**config.mk**
```make
export PLATFORM = sky130hd
export DESIGN_NAME = rocket_launch_scheduler_flat
export DESIGN_NICKNAME = d
export VERILOG_FILES = /design/src/rtl/rocket_launch_scheduler_if.sv /design/src/rtl/rocket_launch_scheduler.sv /design/src/flat_wrapper.sv
export SDC_FILE = /design/constraint.sdc
export NUM_CORES = 1
export LEC_CHECK = 0
export CORE_MARGIN = 2
export CORE_UTILIZATION = 54
export CTS_CLUSTER_SIZE = 40
export DETAILED_ROUTE_END_ITERATION = 12
export DONT_BUFFER_PORTS = 1
export PLACE_DENSITY_LB_ADDON = 0.15
export SYNTH_ARGS = -nofsm -noshare
export SYNTH_HDL_FRONTEND = slang
export SYNTH_SLANG_ARGS = --single-unit
```
**constraint.sdc**
```tcl
create_clock -name clk -period 2 [get_ports clk]
set_clock_uncertainty 0.15 [all_clocks]
set_input_delay 0.6 -clock clk [delete_from_list [all_inputs] [get_ports clk]]
set_output_delay 0.6 -clock clk [all_outputs]
set_load 0.01 [all_outputs]
```
**src/rtl/rocket_launch_scheduler_if.sv**
```systemverilog
// Game-logic <-> rocket launch scheduler bundle; game logic is the master, the scheduler the slave.
interface rocket_launch_scheduler_if #(
    parameter int NUM_SLOTS = 4,
    parameter int NUM_REQ   = 2
);
    logic                      startOfFrame;
    logic [NUM_REQ-1:0]        fireReq;
    logic [NUM_REQ*11-1:0]     fireX;
    logic [NUM_REQ*11-1:0]     fireY;
    logic [NUM_REQ*11-1:0]     fireSpeed;
    logic [NUM_SLOTS-1:0]      reachedBorder;
    logic [NUM_SLOTS-1:0]      hit;
    logic [NUM_REQ-1:0]        fireAck;
    logic [NUM_SLOTS-1:0]      isActive;
    logic [NUM_SLOTS*11-1:0]   initialX;
    logic [NUM_SLOTS*11-1:0]   initialY;
    logic [NUM_SLOTS*11-1:0]   initialSpeed;
    logic [NUM_SLOTS*2-1:0]    slotOwner;
    logic                      poolFull;

    modport master (
        output startOfFrame, fireReq, fireX, fireY, fireSpeed, reachedBorder, hit,
        input  fireAck, isActive, initialX, initialY, initialSpeed, slotOwner, poolFull
    );

    modport slave (
        input  startOfFrame, fireReq, fireX, fireY, fireSpeed, reachedBorder, hit,
        output fireAck, isActive, initialX, initialY, initialSpeed, slotOwner, poolFull
    );
endinterface

```
**src/rtl/rocket_launch_scheduler.sv**
```systemverilog
// Shares NUM_SLOTS rocket controllers among NUM_REQ fire requesters (round-robin, frame cooldown).
// Define ROCKET_PER_REQ_LIMIT_EN to also cap live rockets per requester at MAX_PER_REQ.

module rocket_launch_slot (
    input  logic        clk,
    input  logic        resetN,
    input  logic        i_grant,
    input  logic        i_release,
    input  logic [10:0] i_x,
    input  logic [10:0] i_y,
    input  logic [10:0] i_speed,
    input  logic [1:0]  i_owner,
    output logic        o_idle,
    output logic        o_active,
    output logic [10:0] o_x,
    output logic [10:0] o_y,
    output logic [10:0] o_speed,
    output logic [1:0]  o_owner
);
    typedef enum logic [1:0] {S_IDLE, S_LOAD, S_ACTIVE} state_t;
    state_t r_state, w_next;

    always_ff @(posedge clk or negedge resetN) begin
        if (!resetN) r_state <= S_IDLE;
        else         r_state <= w_next;
    end

    always_comb begin
        w_next = r_state;
        case (r_state)
            S_IDLE:   if (i_grant) w_next = S_LOAD;
            S_LOAD:   w_next = S_ACTIVE;
            S_ACTIVE: if (i_release) w_next = S_IDLE;
            default:  w_next = S_IDLE;
        endcase
    end

    // LOAD gives the controller one clk of stable launch values before isActive rises
    always_ff @(posedge clk or negedge resetN) begin
        if (!resetN) begin
            o_x     <= '0;
            o_y     <= '0;
            o_speed <= '0;
            o_owner <= '0;
        end else if (i_grant) begin
            o_x     <= i_x;
            o_y     <= i_y;
            o_speed <= i_speed;
            o_owner <= i_owner;
        end
    end

    assign o_idle   = (r_state == S_IDLE);
    assign o_active = (r_state == S_ACTIVE);
endmodule

module rocket_launch_scheduler #(
    parameter int NUM_SLOTS       = 4,
    parameter int NUM_REQ         = 2,
    parameter int COOLDOWN_FRAMES = 8,
    parameter int MAX_PER_REQ     = 2
) (
    input  logic                      clk,
    input  logic                      resetN,
    rocket_launch_scheduler_if.slave  bus
);
    localparam int RW = (NUM_REQ > 1)         ? $clog2(NUM_REQ)             : 1;
    localparam int SW = (NUM_SLOTS > 1)       ? $clog2(NUM_SLOTS)           : 1;
    localparam int CW = (COOLDOWN_FRAMES > 0) ? $clog2(COOLDOWN_FRAMES + 1) : 1;

    logic [NUM_SLOTS-1:0]         w_idle, w_active, w_release, w_slot_gnt;
    logic [NUM_SLOTS-1:0][1:0]    w_owner;
    logic [NUM_REQ-1:0]           r_fireAck, w_ack_nxt, w_elig, w_under;
    logic [NUM_REQ-1:0][CW-1:0]   r_cool;
    logic [RW-1:0]                r_ptr, w_win;
    logic [SW-1:0]                w_slot;
    logic                         w_gnt;
    logic [10:0]                  w_x, w_y, w_spd;
    logic [1:0]                   w_own_in;

    // only an ACTIVE slot can be released; border+hit together is one release
    assign w_release = w_active & (bus.reachedBorder | bus.hit);

`ifdef ROCKET_PER_REQ_LIMIT_EN
    localparam int LW = $clog2(NUM_SLOTS + 1);
    logic [NUM_REQ-1:0][LW-1:0] r_live, w_live_nxt;

    always_comb begin
        for (int r = 0; r < NUM_REQ; r++) begin
            w_live_nxt[r] = r_live[r];
            if (w_ack_nxt[r]) w_live_nxt[r] = w_live_nxt[r] + LW'(1);
            for (int s = 0; s < NUM_SLOTS; s++)
                if (w_release[s] && (int'(w_owner[s]) == r)) w_live_nxt[r] = w_live_nxt[r] - LW'(1);
            w_under[r] = (r_live[r] < LW'(MAX_PER_REQ));
        end
    end

    always_ff @(posedge clk or negedge resetN) begin
        if (!resetN) r_live <= '0;
        else         r_live <= w_live_nxt;
    end
`else
    assign w_under = '1;
`endif

    always_comb begin
        for (int r = 0; r < NUM_REQ; r++)
            w_elig[r] = bus.fireReq[r] && (r_cool[r] == '0) && !r_fireAck[r] && w_under[r];
        w_gnt = 1'b0;
        w_win = '0;
        if (|w_idle) begin
            for (int k = 0; k < NUM_REQ; k++) begin
                if (!w_gnt && w_elig[(int'(r_ptr) + k) % NUM_REQ]) begin
                    w_gnt = 1'b1;
                    w_win = RW'((int'(r_ptr) + k) % NUM_REQ);
                end
            end
        end
        w_slot = '0;
        for (int s = NUM_SLOTS - 1; s >= 0; s--)
            if (w_idle[s]) w_slot = SW'(s);
        for (int r = 0; r < NUM_REQ; r++)
            w_ack_nxt[r] = w_gnt && (int'(w_win) == r);
    end

    assign w_x      = bus.fireX[int'(w_win)*11 +: 11];
    assign w_y      = bus.fireY[int'(w_win)*11 +: 11];
    assign w_spd    = bus.fireSpeed[int'(w_win)*11 +: 11];
    assign w_own_in = 2'(w_win);

    always_ff @(posedge clk or negedge resetN) begin
        if (!resetN) begin
            r_fireAck <= '0;
            r_ptr     <= '0;
            r_cool    <= '0;
        end else begin
            r_fireAck <= w_ack_nxt;
            if (w_gnt) r_ptr <= RW'((int'(w_win) + 1) % NUM_REQ);
            // a grant reload beats a same-clk startOfFrame decrement
            for (int r = 0; r < NUM_REQ; r++) begin
                if (w_ack_nxt[r])
                    r_cool[r] <= CW'(COOLDOWN_FRAMES);
                else if (bus.startOfFrame && (r_cool[r] != '0))
                    r_cool[r] <= r_cool[r] - CW'(1);
            end
        end
    end

    for (genvar s = 0; s < NUM_SLOTS; s++) begin : g_slot
        assign w_slot_gnt[s] = w_gnt && (int'(w_slot) == s);

        rocket_launch_slot u_slot (
            .clk       (clk),
            .resetN    (resetN),
            .i_grant   (w_slot_gnt[s]),
            .i_release (w_release[s]),
            .i_x       (w_x),
            .i_y       (w_y),
            .i_speed   (w_spd),
            .i_owner   (w_own_in),
            .o_idle    (w_idle[s]),
            .o_active  (w_active[s]),
            .o_x       (bus.initialX[s*11 +: 11]),
            .o_y       (bus.initialY[s*11 +: 11]),
            .o_speed   (bus.initialSpeed[s*11 +: 11]),
            .o_owner   (w_owner[s])
        );
    end

    assign bus.fireAck   = r_fireAck;
    assign bus.isActive  = w_active;
    assign bus.slotOwner = w_owner;
    assign bus.poolFull  = ~|w_idle;
endmodule

```
**src/flat_wrapper.sv**
```systemverilog
// flat-port wrapper written by rule: the top's interface ports become plain ports
module rocket_launch_scheduler_flat 
#(
    parameter int NUM_SLOTS       = 4,
    parameter int NUM_REQ         = 2,
    parameter int COOLDOWN_FRAMES = 8,
    parameter int MAX_PER_REQ     = 2
)
  (clk, resetN, bus_startOfFrame, bus_fireReq, bus_fireX, bus_fireY, bus_fireSpeed, bus_reachedBorder, bus_hit, bus_fireAck, bus_isActive, bus_initialX, bus_initialY, bus_initialSpeed, bus_slotOwner, bus_poolFull);
  rocket_launch_scheduler_if #(.NUM_SLOTS(NUM_SLOTS), .NUM_REQ(NUM_REQ)) bus_i ();
  input  logic clk;
  input  logic resetN;
  input wire logic [$bits(bus_i.startOfFrame)-1:0] bus_startOfFrame;
  input wire logic [$bits(bus_i.fireReq)-1:0] bus_fireReq;
  input wire logic [$bits(bus_i.fireX)-1:0] bus_fireX;
  input wire logic [$bits(bus_i.fireY)-1:0] bus_fireY;
  input wire logic [$bits(bus_i.fireSpeed)-1:0] bus_fireSpeed;
  input wire logic [$bits(bus_i.reachedBorder)-1:0] bus_reachedBorder;
  input wire logic [$bits(bus_i.hit)-1:0] bus_hit;
  output wire logic [$bits(bus_i.fireAck)-1:0] bus_fireAck;
  output wire logic [$bits(bus_i.isActive)-1:0] bus_isActive;
  output wire logic [$bits(bus_i.initialX)-1:0] bus_initialX;
  output wire logic [$bits(bus_i.initialY)-1:0] bus_initialY;
  output wire logic [$bits(bus_i.initialSpeed)-1:0] bus_initialSpeed;
  output wire logic [$bits(bus_i.slotOwner)-1:0] bus_slotOwner;
  output wire logic [$bits(bus_i.poolFull)-1:0] bus_poolFull;
  assign bus_i.startOfFrame = bus_startOfFrame;
  assign bus_i.fireReq = bus_fireReq;
  assign bus_i.fireX = bus_fireX;
  assign bus_i.fireY = bus_fireY;
  assign bus_i.fireSpeed = bus_fireSpeed;
  assign bus_i.reachedBorder = bus_reachedBorder;
  assign bus_i.hit = bus_hit;
  assign bus_fireAck = bus_i.fireAck;
  assign bus_isActive = bus_i.isActive;
  assign bus_initialX = bus_i.initialX;
  assign bus_initialY = bus_i.initialY;
  assign bus_initialSpeed = bus_i.initialSpeed;
  assign bus_slotOwner = bus_i.slotOwner;
  assign bus_poolFull = bus_i.poolFull;
  rocket_launch_scheduler #(.NUM_SLOTS(NUM_SLOTS), .NUM_REQ(NUM_REQ), .COOLDOWN_FRAMES(COOLDOWN_FRAMES), .MAX_PER_REQ(MAX_PER_REQ)) u_core (.clk(clk), .resetN(resetN), .bus(bus_i));
endmodule
```
### Word-level counts from Yosys, hierarchy flattened

Cells that the tools add are included.

* register bits after elaboration: 155
* bits of input ports: 79
* output and inout bits: 147
* logic and storage cells: 122

* $add $sub $neg: 4
* $mul: 1
* magnitude comparators: 2
* equal/unequal tests: 19
* shift-type cells: 3
* multiplexer cells: 32
* bitwise logic cells: 4
* reductions and logical operators: 33

Operators with widths (number)
* $shiftx A22 B32 Y11: 3
* $mux W2: 12
* $pmux W2 S3: 4
* $mux W4: 4
* $logic_and A1 B1 Y1: 13
* $eq A2 B2 Y1 const B: 6
* $mux W1: 12
* $eq A2 B1 Y1 const B: 5
* $logic_not A2 Y1: 5
* $logic_not A4 Y1: 2
* $ne A2 B1 Y1 const B: 4
* $ne A2 B2 Y1 const B: 4
* $reduce_and A2 Y1: 4
* $reduce_bool A4 Y1: 2
* $sub A4 B1 Y4 const B: 2
* $mul A1 B4 Y5 const B: 1
* $and A4 B4 Y4: 1
* $logic_not A1 Y1: 4
* $or A4 B4 Y4: 1
* $reduce_bool A2 Y1: 2
* $reduce_or A4 Y1: 1
* $lt A2 B3 Y1 const B: 1
* $add A1 B1 Y1 const B: 2
* $lt A1 B2 Y1 const B: 1
* other kinds (2): 2

### Logic depth before layout (Yosys ltp)

Gate-level depths: netlist of run 1.

* depth in word-level cells: 14
* gate-level depth with buffers: 8
* depth with buffers taken out: 7

### Cells and area by module

From an unflattened synthesis of run 1, not the netlist that was laid out.

* cell total of the unflattened synthesis: 423
* area, all modules: 7312.0 µm²

Modules (own cells, without submodules)
* rocket_launch_slot: times used 4, cells each 81, area an instance 1531.5 µm², seq. area each 925.9 µm²
* rocket_launch_scheduler: times used 1, cells each 99, area an instance 1186.1 µm², seq. area each 275.3 µm²

### Worst setup path before layout of run 1

No wires, ideal clock.

* path type: register to register
* start: reg u_core.r_cool[0] in the netlist's numbering
* end: reg u_core.g_slot[1].u_slot.o_speed[4]
* setup time: 0.135 ns
* data arrival time: 1.853 ns
* data required time: 1.715 ns
* setup slack: -0.137 ns
* cell stages (with the launch flop): 9
* buffers on the path: 2
* period minus slack after synthesis: 2.137 ns
* cells stage by stage: dfrtp_1 inv_1 ha_1 nor3b_2 nand3b_2 a2111oi_4 buf_4 buf_4 a21oi_1

* word-level cells in the longest chain between the ends: 13
* elaborated cells on any way between the ends: 20
* those cells by class: mul (1); shift (1); mux (12); reduce/logical (6)

RTL lines
* from (decl): line rocket_launch_scheduler.sv:74 `logic [NUM_REQ-1:0][CW-1:0] r_cool;`
* from (signal, indexed assignment): line rocket_launch_scheduler.sv:142 `r_cool[r] <= CW'(COOLDOWN_FRAMES);`
* from (signal, indexed assignment): line rocket_launch_scheduler.sv:144 `r_cool[r] <= r_cool[r] - CW'(1);`
* $logic_not A4 Y1 *: line rocket_launch_scheduler.sv:108 `w_elig[r] = bus.fireReq[r] && (r_cool[r] == '0) && !r_fireAck[r] && w_under[r];`
* $logic_and A1 B1 Y1 * (2 in series): line rocket_launch_scheduler.sv:108
* $mux W1 (implied by the code) (2 in series): line rocket_launch_scheduler.sv:113 `if (!w_gnt && w_elig[(int'(r_ptr) + k) % NUM_REQ]) begin`
* $mux W1: line rocket_launch_scheduler.sv:113
* $mux W1: line rocket_launch_scheduler.sv:111 `if (|w_idle) begin`
* $logic_not A1 Y1: line rocket_launch_scheduler.sv:113
* $logic_and A1 B1 Y1: line rocket_launch_scheduler.sv:113
* $mux W1: line rocket_launch_scheduler.sv:113
* $mux W1: line rocket_launch_scheduler.sv:111
* $mul A1 B4 Y5: line rocket_launch_scheduler.sv:128 `assign w_spd = bus.fireSpeed[int'(w_win)*11 +: 11];`
* $shiftx A22 B32 Y11: line rocket_launch_scheduler.sv:128
* to (signal assigned): line rocket_launch_scheduler.sv:48 `o_speed <= i_speed;`
* to (decl): line rocket_launch_scheduler.sv:17 `output logic [10:0] o_speed,`

Mark *: on every way between the ends. The rest lies on a longest branch, timed or not. The select of a mux whose other input is x is not followed.
A chain may end at the register's enable or synchronous reset.

### Worst setup path after layout of run 1

* start: reg u_core.r_cool[4] in the netlist's numbering
* end: reg u_core.g_slot[1].u_slot.o_x[6]

* word-level cells in the longest chain between the ends: 13
* elaborated cells on any way between the ends: 20
* those cells by class: mul (1); shift (1); mux (12); reduce/logical (6)

RTL lines
* $logic_not A4 Y1 *: line rocket_launch_scheduler.sv:108
* $logic_and A1 B1 Y1 * (2 in series): line rocket_launch_scheduler.sv:108
* $mux W1 (implied by the code) (2 in series): line rocket_launch_scheduler.sv:113
* $mux W1: line rocket_launch_scheduler.sv:113
* $mux W1: line rocket_launch_scheduler.sv:111
* $logic_not A1 Y1: line rocket_launch_scheduler.sv:113
* $logic_and A1 B1 Y1: line rocket_launch_scheduler.sv:113
* $mux W1: line rocket_launch_scheduler.sv:113
* $mux W1: line rocket_launch_scheduler.sv:111
* $mul A1 B4 Y5: line rocket_launch_scheduler.sv:126 `assign w_x = bus.fireX[int'(w_win)*11 +: 11];`
* $shiftx A22 B32 Y11: line rocket_launch_scheduler.sv:126
* to (signal assigned): line rocket_launch_scheduler.sv:46 `o_x <= i_x;`
* to (decl): line rocket_launch_scheduler.sv:15 `output logic [10:0] o_x,`

Marked as above.

==> run metrics, run 1 <==
unrepaired setup endpoints after global routing yes; final instance area 8500 um^2; fin util about 80%; endpoint type of the worst setup path register; first-pass GRT wire length 27500 um; Die H 110 um; FFs w/ async S/R, synth 100%; vias 4822; Cell variety after synth 31; number of fill cells ~660; Fmax between 0.4 and 0.5 GHz; setup slack after layout -0.269 ns; Die Wd between 100 and 150 um; mapped cell area about 6100 um^2; Tcrit/Tclk final 113%; cell row count 38; pin count of the biggest net entering global routing roughly 160; layout cell share with drive strength beyond 1 between 30% and 40%; Post-route DRC 0; vias in the first global route 4865; dominant synthesized flop cell dfrtp_1; mux contribution to synthesized area 6.88%; initial cell density of the core between 50 and 60%; Initial DRC Count approximately 330; count of final hold-check violations approximately 160; Slew Limit Fails 0; Max-Cap Viols 0; placed cell area 6690 um^2; CTS H-Tree Depth 4; largest family of logic cells by synthesized area compound AO/OA/AOI/OAI gates; Synth Area in Adders 0.411%; DR top layer met4; Seq pwr share 46.8%; final wirelength about 20000 um; average wire per standard cell about 25 um; largest fanout on the critical path 7; crit start category register; Buffers on Ports 0; final worst path period need about 2.3 ns; clk buf depth 2; clock-pin slew on the worst setup and hold paths roughly 0.060 ns; failing checks negative hold slack, negative setup slack; Vias/cell ~6.0; CTS tree built; Clk pwr share about 30%; FF+latch count, synth roughly 160; Inst Count DP 728; Internal Pwr Total between 0.007 and 0.008 W; Crit path required time between 2 and 2.5 ns; Clk Latency, worst-skew pair around 0.42 ns; HPWL after DPL approximately 10000 um; Gate power share 23.6%; status finished, violations left; met2 routed WL just under 10000 um; num ports around 230; metal3 WL slightly below 2000 um; nets around 730; antenna cells 0; Post-synth EDFFs 0; grt ovf 0; Tightest Hold Check Type primary input to asynchronous set/reset pin; r2r worst-path depth 9; Synth Area in XOR/XNOR 0.719%; number of CTS-inserted buffers 17; Post-Syn Area per Cell around 11 um^2; PD cells between 1000 and 1500 nW/um^2; Critical Path AT 2.46 ns; Hold WS -0.271 ns; FF-to-FF setup slack -0.27 ns; VDD IR-drop max just under 0.9 mV; CTS Root Cell clkbuf_16; die area around 12000 um^2; register area share after synthesis approximately 64%; P&R area growth vs syn 39.6%; CORE AREA 10900 um^2; RR Endpoint u_core.g_slot[1].u_slot.o_x[6]; Net Sw Power 0.00355 W; gp weighted congestion about 0.8; reg-to-reg startpoint u_core.r_cool[4]; endpoints failing setup approximately 140; Ys Warns 0; worst setup path class register to register; Mapped Cells around 560; simple-gate share of the synthesized area a little under an eighth; Pleak 4.03 nW; post-synthesis compound-gate area fraction about an eighth; M1 WL approximately 7500 um; Post-Layout Cell Count between 800 and 900; CTS sink cnt between 150 and 200; Place WS -0.272 ns; GR Util All Layers 31.5%; antenna-violating nets left 0; initial antenna violation count 0; switch share between 30% and 40%; Pre-Repair DR Iteration Count 5
sequential cells by signal, indices dropped and copies added, names as in the netlist:
register                      flops
u_core.g_slot.u_slot.o_owner      4
u_core.g_slot.u_slot.r_state      8
u_core.g_slot.u_slot.o_speed     44
u_core.r_cool                     8
u_core.bus.fireAck                2
u_core.g_slot.u_slot.o_y         44
u_core.g_slot.u_slot.o_x         44
u_core.r_ptr                      1
area by class of cell:
type	instances	area, um^2	area share, %
Tap cell	140	175	2.06
Sequential cell	155	3880	45.6
Clock inverter	11	120	1.41
Clock buffer	21	460	5.42
Timing Repair Buffer	104	1410	16.6
Multi-Input combinational cell	365	2430	28.5
Inverter	7	30.0	0.353
how the worst max path moves through the flow:
stage                     startpoint  cells past startpoint  slack, ns                                  to
floorplan           u_core.r_cool[4]                      8      -0.08  u_core.g_slot[1].u_slot.o_speed[4]
global placement    u_core.r_cool[5]                      8      -0.18  u_core.g_slot[1].u_slot.o_speed[9]
detailed placement  u_core.r_cool[4]                      8      -0.27      u_core.g_slot[1].u_slot.o_x[1]
CTS                 u_core.r_cool[0]                      9      -0.17  u_core.g_slot[1].u_slot.o_speed[3]
global route        u_core.r_cool[0]                      9      -0.38  u_core.g_slot[1].u_slot.o_speed[1]
finish              u_core.r_cool[4]                      9      -0.27      u_core.g_slot[1].u_slot.o_x[6]
power by group through the flow:
| stage | Combinational [W] | Clock [W] | Sequential (W) |
|---|---|---|---|
| after global routing | 0.00275 | 0.00331 | 0.00508 |
| after global placement | 0.00159 | 0 | 0.00493 |
| final | 0.00252 | 0.00316 | 0.00500 |
| after detailed placement | 0.00171 | 0 | 0.00494 |
| after CTS | 0.00222 | 0.00317 | 0.00496 |
| after floorplan | 0.00120 | 0 | 0.00471 |
worst max-delay path: stages (launching register included):
cell and delay (ns):
dfrtp_1 0.40, inv_2 0.09, ha_4 0.13, nor3b_4 0.23
nand3_2 0.15, a2111oi_4 0.44, buf_6 0.25, buf_12 0.17
nor2_2 0.05, a21oi_2 0.12
cells in the mapped netlist, types with 2 or more instances:
cell type / count / area share (%)
o21ai_0: 2 / 0.16
inv_1: 7 / 0.43
a21boi_1: 2 / 0.25
nor2_1: 142 / 8.8
a211oi_1: 2 / 0.25
nor2b_1: 6 / 0.62
nor3b_2: 2 / 0.41
dfrtp_1: 155 / 64
clkbuf_1: 6 / 0.37
nand2_1: 4 / 0.25
nand3_1: 2 / 0.16
a21oi_1: 133 / 11
nor3_1: 7 / 0.58
mux2_2: 7 / 1.3
buf_2: 18 / 1.5
xnor2_1: 4 / 0.58
mux2i_1: 34 / 5.6
ha_1: 2 / 0.41
buf_4: 15 / 1.8
o22ai_1: 2 / 0.21
kinds of logic (layout without fill, tap and decap cells):
kind of cell               count (synthesis)  after routing
other                                      1              4
xor gates and xnor gates                   5              5
AOI/OAI and AO/OA                        145            145
DFF                                      155            155
and+or+nand+nor                          168            168
adders and majority gates                  2              2
muxes                                     41             41
buffers and inverters                     46            143
metrics by stage:
stage	power, W	hold slack (ns)	setup TNS, ns
5_1_grt	0.0111	-0.293	-42.66
6_report	0.0107	-0.271	-25.78
3_5_place_dp	0.00665	0.158	-17.34
4_1_cts	0.0103	-0.287	-17.42
2_1_floorplan	0.00591	0.154	-6.36
3_3_place_gp	0.00652	0.158	-7.61
what timing repair did:
action                                  CTS  global route
gates cloned                             13             6
pin swaps                                 7             3
setup buffers                            22             5
gates resized for setup                  96            40
endpoints found under the setup margin  140           148
endpoints found under the hold margin   155           155
placed cells by master, fill, tap and decap left out, types with 3 or more instances in the layout:
master and n:
nand2_1 4, clkinvlp_4 4, inv_1 4, nor2_4 18, buf_6 9, nor2b_1 5
conb_1 4, mux2_4 4, xnor2_1 4, dfrtp_1 155, nor2_2 11, buf_12 20
clkinv_2 4, nor3_1 7, mux2_2 3, buf_16 12, nor2_1 113, buf_4 56
mux2i_1 28, a21oi_1 96, a21oi_2 37, mux2i_2 5, clkbuf_16 22
routing by layer:
layer  track usage (%)  vias to the layer above
met2              50.3                      279
li1                  -                     2071
met3              11.7                       34
met4              12.7                        0
met1              39.0                     2438
met5                 0                        -
Note: power is estimated with default switching activity, not from simulation.
==> run 2: changes to the inputs <==
==> constraint.sdc (replaced) <==
create_clock -name clk -period 2 [get_ports clk]
set_clock_uncertainty 0.15 [all_clocks]
set_input_delay 0.2 -clock clk [delete_from_list [all_inputs] [get_ports clk]]
set_output_delay 0.2 -clock clk [all_outputs]
set_load 0.01 [all_outputs]
==> run 2 against run 1 <==
The flow still finishes with violations (negative hold slack, negative setup slack). Hold slack got worse by 0.41 ns. Highest routed layer unchanged. Sequential share of layout area shrank 1.0 points. Register-to-register slack gained 0.10 ns.
==> run metrics, run 2 (synthesis gave the netlist of run 1 again) <==
vias in the first global route 5104 (+4.9%); nets 781 (+6.8%); Crit path required time 2.18 ns (about the same); worst setup path class register to register; cell row count 38 (unchanged); Slew Limit Fails 0 (unchanged); Fmax 0.461 GHz (+4.7%); final worst path period need 2.17 ns (-0.101 ns); CORE AREA 10900 um^2 (unchanged); reg-to-reg startpoint u_core.r_cool[1]; FF-to-FF setup slack -0.17 ns (+0.10 ns); Post-route DRC 0 (unchanged); number of CTS-inserted buffers 17 (unchanged); setup slack after layout -0.168 ns (+0.101 ns); VDD IR-drop max 0.753 mV (-13%); RR Endpoint u_core.g_slot[1].u_slot.o_x[6]; HPWL after DPL 10100 um (-0.26%); first-pass GRT wire length 27300 um (-0.96%); unrepaired setup endpoints after global routing yes; final wirelength 19400 um (-2.3%); Max-Cap Viols 0 (unchanged); clock-pin slew on the worst setup and hold paths 0.06 ns (about the same); Tcrit/Tclk final 108% (-5.1 points); count of final hold-check violations 155 (unchanged); average wire per standard cell 22.7 um (-8.0%); Vias/cell 5.89 (-2.0%); Pleak 4.09 nW (+1.5%); initial antenna violation count 0 (unchanged); grt ovf 0 (unchanged); failing checks negative hold slack, negative setup slack; top flop regs u_core.g_slot.u_slot.o_speed: 44 flops, u_core.g_slot.u_slot.o_x: 44 flops, u_core.g_slot.u_slot.o_y: 44 flops; antenna-violating nets left 0 (unchanged); Die H 110 um (unchanged); largest fanout on the critical path 21 (+14); die area 12100 um^2 (unchanged); gp weighted congestion 0.813 (about the same); endpoint type of the worst setup path register; Die Wd 110 um (unchanged); Initial DRC Count 376 (+16%); CTS sink cnt 155 (unchanged); commonest non-fill, non-tap cells in the layout dfrtp_1 (155), nor2_1 (138), a21oi_1 (92); Buffers on Ports 0 (unchanged); clk buf depth 2 (unchanged); crit path cell chain inv_1 > ha_1 > nor3b_4 > nand3b_2 > a2111oi_4 > buf_6 > buf_12 > nor2_1 > a21oi_1; slowest cell on the critical path dfrtp_1; PD cells 1190 nW/um^2 (-5.3%); Tightest Hold Check Type primary input to asynchronous set/reset pin; Clk Latency, worst-skew pair 0.42 ns (about the same); CP peak stage delay 0.39 ns (-0.05 ns); num ports 226 (unchanged); CTS tree built; Critical Path AT 2.35 ns (-0.11 ns); Buf/Inv on CP 3 (unchanged); endpoints failing setup 138 (-4.2%); layout cell share with drive strength beyond 1 26.2% (-8.8 points); P&R area growth vs syn 42.8%; initial cell density of the core 55.7% (unchanged); antenna cells 0 (unchanged); Hold WS -0.680 ns (-0.409 ns); CTS H-Tree Depth 4 (unchanged); crit-path leading delay family compound AO/OA/AOI/OAI gates; Pre-Repair DR Iteration Count 5 (unchanged); leading cell type in the layout, fill and taps excluded dfrtp_1; CTS Root Cell clkbuf_16; GR Util All Layers 30.7% (-0.80 points); vias 5022 (+4.1%); r2r worst-path depth 9 (unchanged); pin count of the biggest net entering global routing 156 (unchanged); status finished, violations left; Place WS -0.257 ns (+0.0148 ns); crit start category register
-- run 2: cell types whose count changed in the layout (fill, tap and decap cells not counted), moves of 3 or more --
cell	previous run	this run
a21oi_1	96	92
nor2_1	113	138
inv_6	0	3
buf_12	20	13
buf_6	9	4
a21oi_2	37	40
nor2_4	18	1
buf_16	12	6
nor2_2	11	3
dlygate4sd3_1	0	73
buf_4	56	52
-- run 2: power breakdown --
group          total (W)  internal [W]  switching (W)
logic            0.00218       0.00109        0.00109
registers        0.00493       0.00392        0.00101
clock network    0.00323       0.00192        0.00132
-- run 2: repair_timing --
| action | in CTS | in global routing |
|---|---|---|
| pin swaps | 10 | 3 |
| hold endpoints to repair | 271 | 159 |
| cloned | 5 | 5 |
| endpoints found under the setup margin | 139 | 143 |
| hold buffers | 71 | 2 |
| setup buffers | 7 | 3 |
| resized for setup | 53 | 23 |
-- run 2: layer usage --
metal	GRT usage (%)	share of wire [%]	vias up
met1	36.3	37	2500
met3	11.8	11	60
met2	50.6	49	303
met5	0	0	-
met4	12.5	3.3	0
li1	-	-	2159
-- run 2: final cells by class --
| type | instances | area (um^2) |
|---|---|---|
| Inverter | 7 | 30.0 |
| Timing Repair Buffer | 154 | 1720 |
| Sequential cell | 155 | 3880 |
| Tap cell | 140 | 175 |
| Clock inverter | 12 | 138 |
| Clock buffer | 20 | 457 |
| Fill cell | 631 | 2240 |
| Multi-Input combinational cell | 365 | 2290 |
-- run 2: worst max path at each step --
stage                     startpoint                                 end  slack, ns  cells past startpoint
global placement    u_core.r_cool[5]  u_core.g_slot[1].u_slot.o_speed[9]      -0.18                      8
detailed placement  u_core.r_cool[4]  u_core.g_slot[1].u_slot.o_speed[4]      -0.26                      8
CTS                 u_core.r_cool[0]      u_core.g_slot[0].u_slot.o_x[8]      -0.11                      9
floorplan           u_core.r_cool[4]  u_core.g_slot[1].u_slot.o_speed[4]      -0.08                      8
global route        u_core.r_cool[0]      u_core.g_slot[1].u_slot.o_x[7]      -0.29                      9
finish              u_core.r_cool[1]      u_core.g_slot[1].u_slot.o_x[6]      -0.17                      9
-- run 2: through the flow --
step / utilization [%] / TNS [ns] / total power [W] / std cells / instance area (um^2)
after global routing: 79.5 / -30.73 / 0.0108 / 853 / 8690
after CTS: 77.0 / -7.44 / 0.0100 / 844 / 8420
after floorplan: - / -6.36 / 0.00591 / 566 / 6180
final: 79.5 / -13.71 / 0.0103 / 853 / 8690
after global placement: 61.3 / -7.27 / 0.00652 / 729 / 6700
after detailed placement: 61.3 / -13.99 / 0.00664 / 729 / 6700
-- run 2: worst register-to-register path: stages, from the launching register on --
cell       delay [ns]
dfrtp_1          0.39
inv_1            0.06
ha_1             0.15
nor3b_4          0.23
nand3b_2         0.14
a2111oi_4        0.39
buf_6            0.19
buf_12           0.16
nor2_1           0.06
a21oi_1          0.17
==> run 3: changes to the inputs <==
--- a/config.mk
+++ b/config.mk
@@ -10,7 +10,9 @@
 export CTS_CLUSTER_SIZE = 40
 export DETAILED_ROUTE_END_ITERATION = 12
 export DONT_BUFFER_PORTS = 1
+export GPL_TIMING_DRIVEN = 0
 export PLACE_DENSITY_LB_ADDON = 0.15
 export SYNTH_ARGS = -nofsm -noshare
 export SYNTH_HDL_FRONTEND = slang
 export SYNTH_SLANG_ARGS = --single-unit
+export TNS_END_PERCENT = 30
==> run 3 against run 2 <==
The flow still finishes with violations (negative hold slack, negative setup slack). Die area is the same. Via count is 0.28% higher. Final area is 4.4% higher. Hold slack lost 0.0058 ns. Power rose by 3.9%. Combinational power is 11% higher. Maximum frequency is 7.2% lower. Wire length grew 3.6%. Global-route usage rose by 3.0 points. Sequential cell count stayed put. Clock power up 4%. Count of clock-buffer cells in the layout stayed put. Critical endpoint is now u_core.g_slot[0].u_slot.o_y[10].
==> run metrics, run 3 (synthesis gave the netlist of run 1 again) <==
slowest cell on the critical path dfrtp_1; crit-path leading delay family compound AO/OA/AOI/OAI gates; crit start category register; cell row count 38 (unchanged); FF+latch area 3880 um^2 (about the same); Die H 110 um (unchanged); setup slack after layout -0.335 ns (-0.167 ns); Die Wd 110 um (unchanged); Buf/Inv on CP 3 (unchanged); P&R area growth vs syn 49.1%; Initial DRC Count 262 (-30%); vias in the first global route 5338 (+4.6%); # hold bufs at CTS 77 (+8.5%); Crit path required time 2.15 ns (-0.03 ns); worst setup path class register to register; CTS Root Cell clkbuf_16; Pleak 4.01 nW (-1.8%); pin count of the biggest net entering global routing 156 (unchanged); CORE AREA 10900 um^2 (unchanged); Post-Layout Cell Count 849 (-0.47%); Max-Cap Viols 0 (unchanged); number of fill cells 560 (-11%); average wire per standard cell 23.6 um (+4.1%); status finished, violations left; vias 5036 (+0.28%); Slew Limit Fails 0 (unchanged); r2r worst-path depth 9 (unchanged); number of CTS-inserted buffers 17 (unchanged); count of final hold-check violations 155 (unchanged); Inst Count DP 706 (-3.2%); clock-pin slew on the worst setup and hold paths 0.06 ns (about the same); layout cell share with drive strength beyond 1 29.9% (+3.7 points); Critical Path AT 2.48 ns (+0.13 ns); top flop regs u_core.g_slot.u_slot.o_speed: 44 flops, u_core.g_slot.u_slot.o_x: 44 flops, u_core.g_slot.u_slot.o_y: 44 flops; GR Util All Layers 33.7% (+3.0 points); CTS H-Tree Depth 4 (unchanged); HPWL after DPL 11100 um (+9.2%); Fmax 0.428 GHz (-7.2%); antenna cells 0 (unchanged); num ports 226 (unchanged); Vias/cell 5.93 (+0.75%); failing checks negative hold slack, negative setup slack; clk buf depth 2 (unchanged); largest fanout on the critical path 7 (-67%); Post-route DRC 0 (unchanged); fin util 83.0% (+3.5 points); Tcrit/Tclk final 117% (+8.4 points); gp weighted congestion 0.841 (+3.5%); total power 0.0107 W (+3.9%); Clk Latency, worst-skew pair 0.43 ns (about the same); final worst path period need 2.33 ns (+0.167 ns); initial antenna violation count 0 (unchanged); commonest non-fill, non-tap cells in the layout dfrtp_1 (153), nor2_1 (139), a21oi_1 (89); VDD IR-drop max 0.738 mV (-2.0%); grt ovf 0 (unchanged); unrepaired setup endpoints after global routing yes; Pre-Repair DR Iteration Count 4 (-1); leading cell type in the layout, fill and taps excluded dfrtp_1; CTS sink cnt 155 (unchanged); die area 12100 um^2 (unchanged); crit path cell chain inv_2 > ha_4 > nor3b_4 > o2111a_2 > nand2_8 > buf_6 > buf_12 > mux2i_4 > a21oi_2; Tightest Hold Check Type primary input to asynchronous set/reset pin; Buffers on Ports 0 (unchanged); initial cell density of the core 55.7% (unchanged); Place WS -0.705 ns (-0.448 ns); PD cells 1180 nW/um^2 (-0.52%); Stages on worst setup path 9 (unchanged); first-pass GRT wire length 29600 um (+8.6%); CTS tree built; antenna-violating nets left 0 (unchanged); Hold WS -0.685 ns (-0.00581 ns); area of the multi-input gates 2670 um^2 (+17%); CP peak stage delay 0.40 ns (about the same); Setup TNS -34.40 ns (-20.69 ns); endpoints failing setup 141 (+2.2%); final wirelength 20100 um (+3.6%); endpoint type of the worst setup path register; nets 777 (-0.51%)
==> run 3: cell count changes in the layout (fill, tap and decap cells not counted), moves of 4 or more <==
cell and delta:
mux2i_4 +30, buf_4 -26, mux2i_1 -25, buf_6 +16
buf_12 +5, mux2i_2 -5, a21oi_2 +4, buf_16 -4
clkbuf_16 -4, dlygate4sd3_1 +4
==> run 3: power breakdown <==
part / internal (W) / switching (W) / total [W]
Combinational: 0.00121 / 0.00122 / 0.00243
Sequential: 0.00392 / 0.00103 / 0.00495
Clock: 0.00204 / 0.00132 / 0.00336
Total: 0.00717 / 0.00357 / 0.0107
==> run 3: what timing repair did <==
action	4_1_cts	5_1_grt
gates cloned	4	0
pin swaps	39	22
endpoints found under the setup margin	143	147
buffers inserted	25	9
endpoints found under the hold margin	298	155
resized for setup	170	55
==> run 3: worst paths after layout <==
kind / start / endpoint / slack [ns]
min in group clk: bus_fireReq[0] / u_core.r_cool[7] / 0.12
worst min-delay path: resetN / u_core.g_slot[2].u_slot.r_state[1] / -0.69
max in group asynchronous: resetN / u_core.g_slot[0].u_slot.o_speed[3] / 2.21
worst max register to register: u_core.r_cool[4] / u_core.g_slot[0].u_slot.o_y[10] / -0.33
worst min register to register: u_core.r_ptr / u_core.r_ptr / 0.41
worst max-delay path: u_core.r_cool[4] / u_core.g_slot[0].u_slot.o_y[10] / -0.33
==> run 3: area by class of cell <==
type	instances	share of cell area, %
sequential	155	42.8
multi-input combinational	365	29.5
timing repair buffer	113	13.4
buffer	37	5.32
clock buffer	20	5.03
tap	140	1.93
clock inverter	12	1.81
inverter	7	0.331
==> run 3: routing by layer <==
layer,wire length [um],track usage (%),share of wire (%)
met2,10800,58.2,54
met5,0,0,0
met4,479,13.0,2.4
met1,7220,38.8,36
met3,1620,11.5,8.0
==> run 3: per-stage QoR <==
stage	hold slack, ns	instance area [um^2]
finish	-0.685	9080
CTS	-0.693	8870
detailed placement	-0.243	6360
floorplan	-0.246	6180
global placement	-0.242	6360
global route	-0.705	9080
